`src/rtl/alu_issue_if.sv`:
```
// Decoder-to-issue instruction handshake for alu_issue.
// Optional immediate fields exist only when ALU_ISSUE_IMM_EN is defined.
interface alu_issue_if #(
  parameter int unsigned OPCODE_WIDTH   = 4,
  parameter int unsigned REG_ADDR_WIDTH = 3
`ifdef ALU_ISSUE_IMM_EN
  , parameter int unsigned DATA_WIDTH   = 16
`endif
);
  logic                      instr_valid;
  logic                      instr_ready;
  logic [OPCODE_WIDTH-1:0]   instr_opcode;
  logic [REG_ADDR_WIDTH-1:0] instr_rd;
  logic [REG_ADDR_WIDTH-1:0] instr_ra;
  logic [REG_ADDR_WIDTH-1:0] instr_rb;
`ifdef ALU_ISSUE_IMM_EN
  logic                      instr_use_imm;
  logic [DATA_WIDTH-1:0]     instr_imm;
`endif

  // Decoder side
  modport master (
    output instr_valid, instr_opcode, instr_rd, instr_ra, instr_rb,
`ifdef ALU_ISSUE_IMM_EN
    output instr_use_imm, instr_imm,
`endif
    input  instr_ready
  );

  // Issue-sequencer side
  modport slave (
    input  instr_valid, instr_opcode, instr_rd, instr_ra, instr_rb,
`ifdef ALU_ISSUE_IMM_EN
    input  instr_use_imm, instr_imm,
`endif
    output instr_ready
  );
endinterface

```
`src/rtl/alu_issue.sv`:
```
// Issue and writeback sequencer for the execute stage.
// Accepts one instruction, reads ra then rb through the single synchronous
// register-file read port, strobes the ALU for one cycle and writes back.
// Optional feature macro: ALU_ISSUE_IMM_EN (immediate operand B, skips CAP_B).
module alu_issue #(
  parameter int unsigned DATA_WIDTH     = 16,
  parameter int unsigned OPCODE_WIDTH   = 4,
  parameter int unsigned REG_ADDR_WIDTH = 3
) (
  input  logic                      clk,
  input  logic                      rst,
  alu_issue_if.slave                instr,
  output logic [REG_ADDR_WIDTH-1:0] rf_raddr_o,
  input  logic [DATA_WIDTH-1:0]     rf_rdata_i,
  output logic [DATA_WIDTH-1:0]     alu_op_a_o,
  output logic [DATA_WIDTH-1:0]     alu_op_b_o,
  output logic [OPCODE_WIDTH-1:0]   alu_opcode_o,
  output logic                      alu_active_o,
  input  logic [DATA_WIDTH-1:0]     alu_result_i,
  output logic                      rf_we_o,
  output logic [REG_ADDR_WIDTH-1:0] rf_waddr_o,
  output logic [DATA_WIDTH-1:0]     rf_wdata_o,
  output logic                      busy_o
);

  typedef enum logic [2:0] {
    IDLE,
    RD_A,
    RD_B,
    CAP_B,
    EXEC
  } state_e;

  state_e                    state_q;
  logic [OPCODE_WIDTH-1:0]   opcode_q;
  logic [REG_ADDR_WIDTH-1:0] rd_q;
  logic [REG_ADDR_WIDTH-1:0] rb_q;
  logic [REG_ADDR_WIDTH-1:0] raddr_q;
  logic [REG_ADDR_WIDTH-1:0] waddr_q;
  logic [DATA_WIDTH-1:0]     op_a_q;
  logic [DATA_WIDTH-1:0]     op_b_q;
  logic                      active_q;
  logic                      we_q;
`ifdef ALU_ISSUE_IMM_EN
  logic                      use_imm_q;
  logic [DATA_WIDTH-1:0]     imm_q;
`endif

  // Sequencer FSM: state plus all registered datapath/strobe outputs.
  // alu_active/rf_we are set on the edge entering EXEC so they are high
  // exactly for the EXEC cycle; operands are already stable by then.
  always_ff @(posedge clk) begin
    if (rst) begin
      state_q   <= IDLE;
      opcode_q  <= '0;
      rd_q      <= '0;
      rb_q      <= '0;
      raddr_q   <= '0;
      waddr_q   <= '0;
      op_a_q    <= '0;
      op_b_q    <= '0;
      active_q  <= 1'b0;
      we_q      <= 1'b0;
`ifdef ALU_ISSUE_IMM_EN
      use_imm_q <= 1'b0;
      imm_q     <= '0;
`endif
    end else begin
      active_q <= 1'b0;
      we_q     <= 1'b0;
      case (state_q)
        IDLE: begin
          if (instr.instr_valid) begin
            opcode_q  <= instr.instr_opcode;
            rd_q      <= instr.instr_rd;
            rb_q      <= instr.instr_rb;
            raddr_q   <= instr.instr_ra;
`ifdef ALU_ISSUE_IMM_EN
            use_imm_q <= instr.instr_use_imm;
            imm_q     <= instr.instr_imm;
`endif
            state_q   <= RD_A;
          end
        end
        RD_A: begin
          raddr_q <= rb_q;
          state_q <= RD_B;
        end
        RD_B: begin
          op_a_q  <= rf_rdata_i;
          state_q <= CAP_B;
`ifdef ALU_ISSUE_IMM_EN
          if (use_imm_q) begin
            op_b_q   <= imm_q;
            active_q <= 1'b1;
            we_q     <= ~opcode_q[OPCODE_WIDTH-1];
            waddr_q  <= rd_q;
            state_q  <= EXEC;
          end
`endif
        end
        CAP_B: begin
          op_b_q   <= rf_rdata_i;
          active_q <= 1'b1;
          we_q     <= ~opcode_q[OPCODE_WIDTH-1];
          waddr_q  <= rd_q;
          state_q  <= EXEC;
        end
        EXEC: begin
          state_q <= IDLE;
        end
        default: begin
          state_q <= IDLE;
        end
      endcase
    end
  end

  // Handshake/status and strobe gating; a write is suppressed in any
  // cycle where rst is high, even if the FSM is sitting in EXEC.
  always_comb begin
    instr.instr_ready = (state_q == IDLE) && !rst;
    busy_o            = (state_q != IDLE);
    rf_we_o           = we_q && !rst;
    alu_active_o      = active_q && !rst;
    rf_raddr_o        = raddr_q;
    rf_waddr_o        = waddr_q;
    rf_wdata_o        = alu_result_i;
    alu_op_a_o        = op_a_q;
    alu_op_b_o        = op_b_q;
    alu_opcode_o      = opcode_q;
  end

endmodule

```
`src/flat_wrapper.sv`:
```
// flat-port wrapper written by rule: the top's interface ports become plain ports
module alu_issue_flat 
#(
  parameter int unsigned DATA_WIDTH     = 16,
  parameter int unsigned OPCODE_WIDTH   = 4,
  parameter int unsigned REG_ADDR_WIDTH = 3
)
  (clk, rst, rf_raddr_o, rf_rdata_i, alu_op_a_o, alu_op_b_o, alu_opcode_o, alu_active_o, alu_result_i, rf_we_o, rf_waddr_o, rf_wdata_o, busy_o, instr_instr_valid, instr_instr_opcode, instr_instr_rd, instr_instr_ra, instr_instr_rb, instr_instr_ready);
  alu_issue_if #(.OPCODE_WIDTH(OPCODE_WIDTH), .REG_ADDR_WIDTH(REG_ADDR_WIDTH)) instr_i ();
  input  logic clk;
  input  logic rst;
  output logic [REG_ADDR_WIDTH-1:0] rf_raddr_o;
  input  logic [DATA_WIDTH-1:0] rf_rdata_i;
  output logic [DATA_WIDTH-1:0] alu_op_a_o;
  output logic [DATA_WIDTH-1:0] alu_op_b_o;
  output logic [OPCODE_WIDTH-1:0] alu_opcode_o;
  output logic alu_active_o;
  input  logic [DATA_WIDTH-1:0] alu_result_i;
  output logic rf_we_o;
  output logic [REG_ADDR_WIDTH-1:0] rf_waddr_o;
  output logic [DATA_WIDTH-1:0] rf_wdata_o;
  output logic busy_o;
  input wire logic [$bits(instr_i.instr_valid)-1:0] instr_instr_valid;
  input wire logic [$bits(instr_i.instr_opcode)-1:0] instr_instr_opcode;
  input wire logic [$bits(instr_i.instr_rd)-1:0] instr_instr_rd;
  input wire logic [$bits(instr_i.instr_ra)-1:0] instr_instr_ra;
  input wire logic [$bits(instr_i.instr_rb)-1:0] instr_instr_rb;
  output wire logic [$bits(instr_i.instr_ready)-1:0] instr_instr_ready;
  assign instr_i.instr_valid = instr_instr_valid;
  assign instr_i.instr_opcode = instr_instr_opcode;
  assign instr_i.instr_rd = instr_instr_rd;
  assign instr_i.instr_ra = instr_instr_ra;
  assign instr_i.instr_rb = instr_instr_rb;
  assign instr_instr_ready = instr_i.instr_ready;
  alu_issue #(.DATA_WIDTH(DATA_WIDTH), .OPCODE_WIDTH(OPCODE_WIDTH), .REG_ADDR_WIDTH(REG_ADDR_WIDTH)) u_core (.clk(clk), .rst(rst), .instr(instr_i), .rf_raddr_o(rf_raddr_o), .rf_rdata_i(rf_rdata_i), .alu_op_a_o(alu_op_a_o), .alu_op_b_o(alu_op_b_o), .alu_opcode_o(alu_opcode_o), .alu_active_o(alu_active_o), .alu_result_i(alu_result_i), .rf_we_o(rf_we_o), .rf_waddr_o(rf_waddr_o), .rf_wdata_o(rf_wdata_o), .busy_o(busy_o));
endmodule
```
`config.mk`:
```
export PLATFORM = sky130hd
export DESIGN_NAME = alu_issue_flat
export DESIGN_NICKNAME = d
export VERILOG_FILES = /design/src/rtl/alu_issue_if.sv /design/src/rtl/alu_issue.sv /design/src/flat_wrapper.sv
export SDC_FILE = /design/constraint.sdc
export NUM_CORES = 1
export LEC_CHECK = 0
export CORE_AREA = 2 2 73 75
export DETAILED_ROUTE_END_ITERATION = 10
export DIE_AREA = 0 0 75 77
export HOLD_SLACK_MARGIN = 0.12
export PLACE_DENSITY = 0.83
export SYNTH_ARGS = -nofsm -noshare
export SYNTH_HDL_FRONTEND = slang
export SYNTH_SLANG_ARGS = --single-unit
```
`constraint.sdc`:
```
create_clock -name clk -period 4.38 [get_ports clk]
set_input_delay 1.314 -clock clk [delete_from_list [all_inputs] [get_ports clk]]
set_output_delay 1.314 -clock clk [all_outputs]
set_load 0.05 [all_outputs]
```
* After elaboration in Yosys (flattened, before gate mapping)
Index checks and enable logic that the tools add are counted.
** Word-level totals
- Bits in registers :: 53
- Bits in latches :: 0
- Memory bits (writable) :: 0
- Bits in read-only memories :: 0
- Input port bits :: 48
- Output and inout port bits :: 62
- Word-level logic and storage cells :: 31
- Memories :: 0
** Operators by class
- Add/sub/neg operators :: 0
- $mul :: 0
- Div/mod/pow operators :: 0
- Magnitude comparators :: 0
- Equality and inequality tests :: 4
- Shift operators :: 0
- Muxes and demuxes :: 5
- Bitwise gates (word level) :: 2
- Reduce and logical (&&, ||, !) cells :: 10
** Operator list (count)
- $pmux 3 s4 :: 1
- $eq 3x2->1 const B :: 2
- $mux 3 :: 2
- $pmux 3 s2 :: 1
- $reduce_and 2->1 :: 2
- $eq 3x1->1 const B :: 1
- $logic_and 1x1->1 :: 3
- $logic_not 3->1 :: 1
- $reduce_bool 3->1 :: 1
- $ne 2x2->1 const B :: 1
- $not 1->1 :: 2
- $reduce_bool 2->1 :: 1
- $reduce_or 2->1 :: 1
- $logic_not 1->1 :: 1
- $mux 1 :: 1

* Depth between registers and ports, before layout
- Depth in word-level cells :: 3
- Mapped depth :: 6
- Gate-level depth less buffers :: 3

* Worst setup path before layout
OpenSTA, ideal clock, no wires.
- Kind :: input -> output
- From :: input rst
- To :: output instr_instr_ready
- Arrival time :: 2.373 ns
- Required time :: 3.066 ns
- Slack :: 0.693 ns
- Stages on the path :: 3
- Buffers on the path :: 2
- Cells stage by stage :: clkbuf_1 > clkbuf_1 > nor2_1
** On the way
- Word-level cells in the longest chain between the ends :: 2
** RTL lines
- start, declared :: line flat_wrapper.sv:11 : input logic rst;
- $logic_not 1->1 :: line alu_issue.sv:122 : instr.instr_ready = (state_q == IDLE) && !rst;
- $logic_and 1x1->1 :: line alu_issue.sv:122
- end, declared :: line flat_wrapper.sv:28 : output wire logic [$bits(instr_i.instr_ready)-1:0] instr_instr_ready;
Every way passes these cells.

* Worst setup path in the final report
- From :: input rst
- To :: output alu_active_o
** On the way
- Word-level cells in the longest chain between the ends :: 2
** RTL lines
- $logic_not 1->1 :: line alu_issue.sv:125 : alu_active_o = active_q && !rst;
- $logic_and 1x1->1 :: line alu_issue.sv:125
- end, declared :: line flat_wrapper.sv:17 : output logic alu_active_o;
Every way passes these cells.

==> reports/metrics.json <==
{
  "layout-drive-gt1-share": {"value": 0.0625},
  "cts_tree": {"value": "yes"},
  "min_delay_worst_endpoint": {"value": "u_core.alu_op_b_o[12]"},
  "totalWireLength": {"value": 4560, "unit": "microns"},
  "hpwl": {"value": 3170, "unit": "microns"},
  "worst_clock_skew": {"value": 0.00575, "unit": "ns"},
  "vias_after_detailed_routing": {"value": 1767},
  "grt_pass1_vias": {"value": 1578},
  "ys_types": {"value": 24},
  "dieWidth": {"value": 75, "unit": "microns"},
  "worst_hold_path.num_cells": {"value": 2},
  "clk_transition_reported_paths": {"value": 0.09, "unit": "ns"},
  "mean_post_synth_cell_area": {"value": 8.22, "unit": "sq um"},
  "h_tree_depth": {"value": 2},
  "clkLatencyLatePin": {"value": 0.30, "unit": "ns"},
  "timing.reg2reg.setup_slack": {"value": 2.57, "unit": "ns"},
  "yosys_register_bits": {"value": 53},
  "tritoncts_buffer_count": {"value": 5},
  "numClockSinks": {"value": 53},
  "grt_max_degree": {"value": 29},
  "synth.yosys.seq_area_share": {"value": 0.516},
  "cell_area_after_synthesis": {"value": 0.00205, "unit": "sq mm"},
  "port_buffers": {"value": 77},
  "number_of_cells_traversed_by_the_worst_register_to_register_path": {"value": 3},
  "antenna_cells_inserted": {"value": 0},
  "remaining_drc_errors": {"value": 0},
  "tightestPinTransition": {"value": 1.01, "unit": "ns"},
  "io-pin-count": {"value": 110},
  "flow.area_growth_from_synthesis": {"value": 37.9, "unit": "%"},
  "synthesis.nets": {"value": 298},
  "initial_core_util": {"value": 0.413},
  "final_net_count": {"value": 351},
  "crit_required": {"value": 3.07, "unit": "ns"},
  "min_from": {"value": "u_core.alu_op_b_o[12]"},
  "global_route.overflow_total": {"value": 0},
  "grt_antenna_before_repair": {"value": 0},
  "global_route.usage.total": {"value": 0.160},
  "ctsRootBufferMaster": {"value": "sky130_fd_sc_hd__clkbuf_8"},
  "timing.setup.critical_path_class": {"value": "in -> out"},
  "critical_path_peak_fanout": {"value": 4},
  "netlist_instances": {"value": 250},
  "grt_first_pass_wirelength": {"value": 7360, "unit": "microns"},
  "mostFrequentLayoutCell": {"value": "sky130_fd_sc_hd__nand2_1"},
  "dr.pass1.iters": {"value": 4},
  "status": {"value": "finished, final reports clean"},
  "setup_viol_count_final": {"value": 0},
  "num_rows": {"value": 26},
  "achievable-frequency": {"value": 272, "unit": "MHz"},
  "postCtsHoldBufs": {"value": 0},
  "grt_setup_unrepaired": {"value": "false"},
  "regToRegStartpoint": {"value": "u_core.state_q[1]"},
  "routabilityCongestion": {"value": 0.738},
  "endpoint_kind": {"value": "primary output"},
  "crit_path_start_kind": {"value": "input port"},
  "most-common-layout-cells": {"value": "90 x sky130_fd_sc_hd__nand2_1, 75 x sky130_fd_sc_hd__clkdlybuf4s50_1, 53 x sky130_fd_sc_hd__dfxtp_1"},
  "p_leak": {"value": 0.984, "unit": "nW"},
  "slew_violations": {"value": 0},
  "power.ir.vdd_worst": {"value": 209, "unit": "uV"},
  "cts_repair_resize_count": {"value": 0},
  "finalSetupTns": {"value": 0, "unit": "ns"},
  "worst_slew_margin_rel": {"value": 0.325},
  "final_period_minus_worst_setup_slack": {"value": 3.68, "unit": "ns"},
  "pwr_dens": {"value": 409, "unit": "mW/mm^2"},
  "drtAntennaViolNets": {"value": 0},
  "layout.core_utilization": {"value": 0.569},
  "wire_per_inst": {"value": 12.2, "unit": "microns"},
  "final.period_utilization": {"value": 0.841},
  "r2r-end": {"value": "u_core.alu_op_a_o[1]"},
  "dieHeight": {"value": 77, "unit": "microns"},
  "detail_route.vias_per_cell": {"value": 4.72},
  "worstPathArrival": {"value": 2.37, "unit": "ns"},
  "fp.coreArea": {"value": 0.00498, "unit": "sq mm"},
  "timing_hold_violations_final": {"value": 0},
  "clock_tree.buffer_depth": {"value": 2},
  "timing.max_cap.violations": {"value": 0},
  "drt_first_iter_violations": {"value": 61},
  "die_area": {"value": 0.00578, "unit": "sq mm"},
  "cts.repair_timing.setup_buffer_count": {"value": 0},
  "worst_hold_path_type": {"value": "reg -> reg"},
  "synthesis.yosys.warnings": {"value": 0}
}
## stage by stage
step / std cells / cell area (sq um) / power, mW / setup WS (ns) / hold slack, ns
4_1_cts: 374 / 2830 / 1.17 / 0.688 / 0.460
5_1_grt: 374 / 2830 / 1.21 / 0.655 / 0.478
3_5_place_dp: 366 / 2700 / 0.785 / 0.688 / 0.447
6_report: 374 / 2830 / 1.16 / 0.698 / 0.458
3_3_place_gp: 366 / 2700 / 0.781 / 0.689 / 0.443
2_1_floorplan: 250 / 2050 / 0.738 / 0.693 / 0.432
## flip-flops by register name, indices dropped and copies added (netlist names)
name                 flops
u_core.state_q           3
u_core.alu_op_a_o       16
u_core.rd_q              3
u_core.rf_raddr_o        3
u_core.we_q              1
u_core.alu_opcode_o      4
u_core.active_q          1
u_core.rb_q              3
u_core.rf_waddr_o        3
u_core.alu_op_b_o       16
## worst max-delay path: stages
cell and delay, ns:
sky130_fd_sc_hd__buf_2 0.13, sky130_fd_sc_hd__nor2b_1 0.11, sky130_fd_sc_hd__clkdlybuf4s50_1 0.81
## metal layers
layer / GRT usage / up-vias / routed length (microns)
li1: - / 896 / -
met1: 0.209 / 811 / 2080
met2: 0.258 / 58 / 2190
met3: 0.0526 / 2 / 278
met4: 0.0286 / 0 / 13
met5: 0 / - / 0
## layout make-up
type	count	area [sq um]
Clock buffer	5	68.8
Inverter	3	11.3
Fill cell	457	2140
Timing Repair Buffer	79	778
Tap cell	70	87.6
Multi-Input combinational cell	161	758
Sequential cell	53	1060
Clock inverter	3	68.8
## cells in the mapped netlist
cell / number / area share
sky130_fd_sc_hd__o22ai_1: 3 / 0.0091
sky130_fd_sc_hd__clkbuf_8: 1 / 0.0067
sky130_fd_sc_hd__nand2_1: 90 / 0.16
sky130_fd_sc_hd__and3b_2: 1 / 0.0049
sky130_fd_sc_hd__inv_1: 3 / 0.0055
sky130_fd_sc_hd__nor4b_4: 1 / 0.012
sky130_fd_sc_hd__xnor2_1: 1 / 0.0043
sky130_fd_sc_hd__clkbuf_1: 8 / 0.015
sky130_fd_sc_hd__buf_6: 2 / 0.011
sky130_fd_sc_hd__or3b_2: 2 / 0.0085
sky130_fd_sc_hd__a21oi_1: 45 / 0.11
sky130_fd_sc_hd__or3_2: 1 / 0.0037
sky130_fd_sc_hd__nor3_1: 2 / 0.0049
sky130_fd_sc_hd__nor2b_1: 2 / 0.0061
sky130_fd_sc_hd__o21ai_0: 1 / 0.0024
sky130_fd_sc_hd__dfxtp_1: 53 / 0.52
sky130_fd_sc_hd__nor2_1: 5 / 0.0091
sky130_fd_sc_hd__buf_4: 19 / 0.069
sky130_fd_sc_hd__nor4_1: 1 / 0.0030
sky130_fd_sc_hd__nand3b_1: 1 / 0.0037
sky130_fd_sc_hd__or4b_4: 1 / 0.0067
sky130_fd_sc_hd__buf_2: 3 / 0.0073
sky130_fd_sc_hd__nor3b_2: 1 / 0.0061
sky130_fd_sc_hd__a211oi_1: 3 / 0.011
## report_power, final
part           switching (mW)  internal (mW)
logic                   0.150         0.0915
registers              0.0201          0.510
clock network           0.157          0.230
total                   0.327          0.831
## worst max path at each step
stage,cells past startpoint,to,startpoint
5_1_grt,3,alu_active_o,rst
2_1_floorplan,3,instr_instr_ready,rst
3_3_place_gp,3,rf_we_o,rst
4_1_cts,3,rf_we_o,rst
3_5_place_dp,3,rf_we_o,rst
6_report,3,alu_active_o,rst
## cell families after synthesis
logic type,after synthesis,share of synthesized area
AO/OA/AOI/OAI,52,0.132
XOR/XNOR,1,0.00426
buffers and inverters,36,0.114
flip-flops,53,0.516
AND/OR/NAND/NOR,108,0.233
Power figures use the tool's default switching activity.
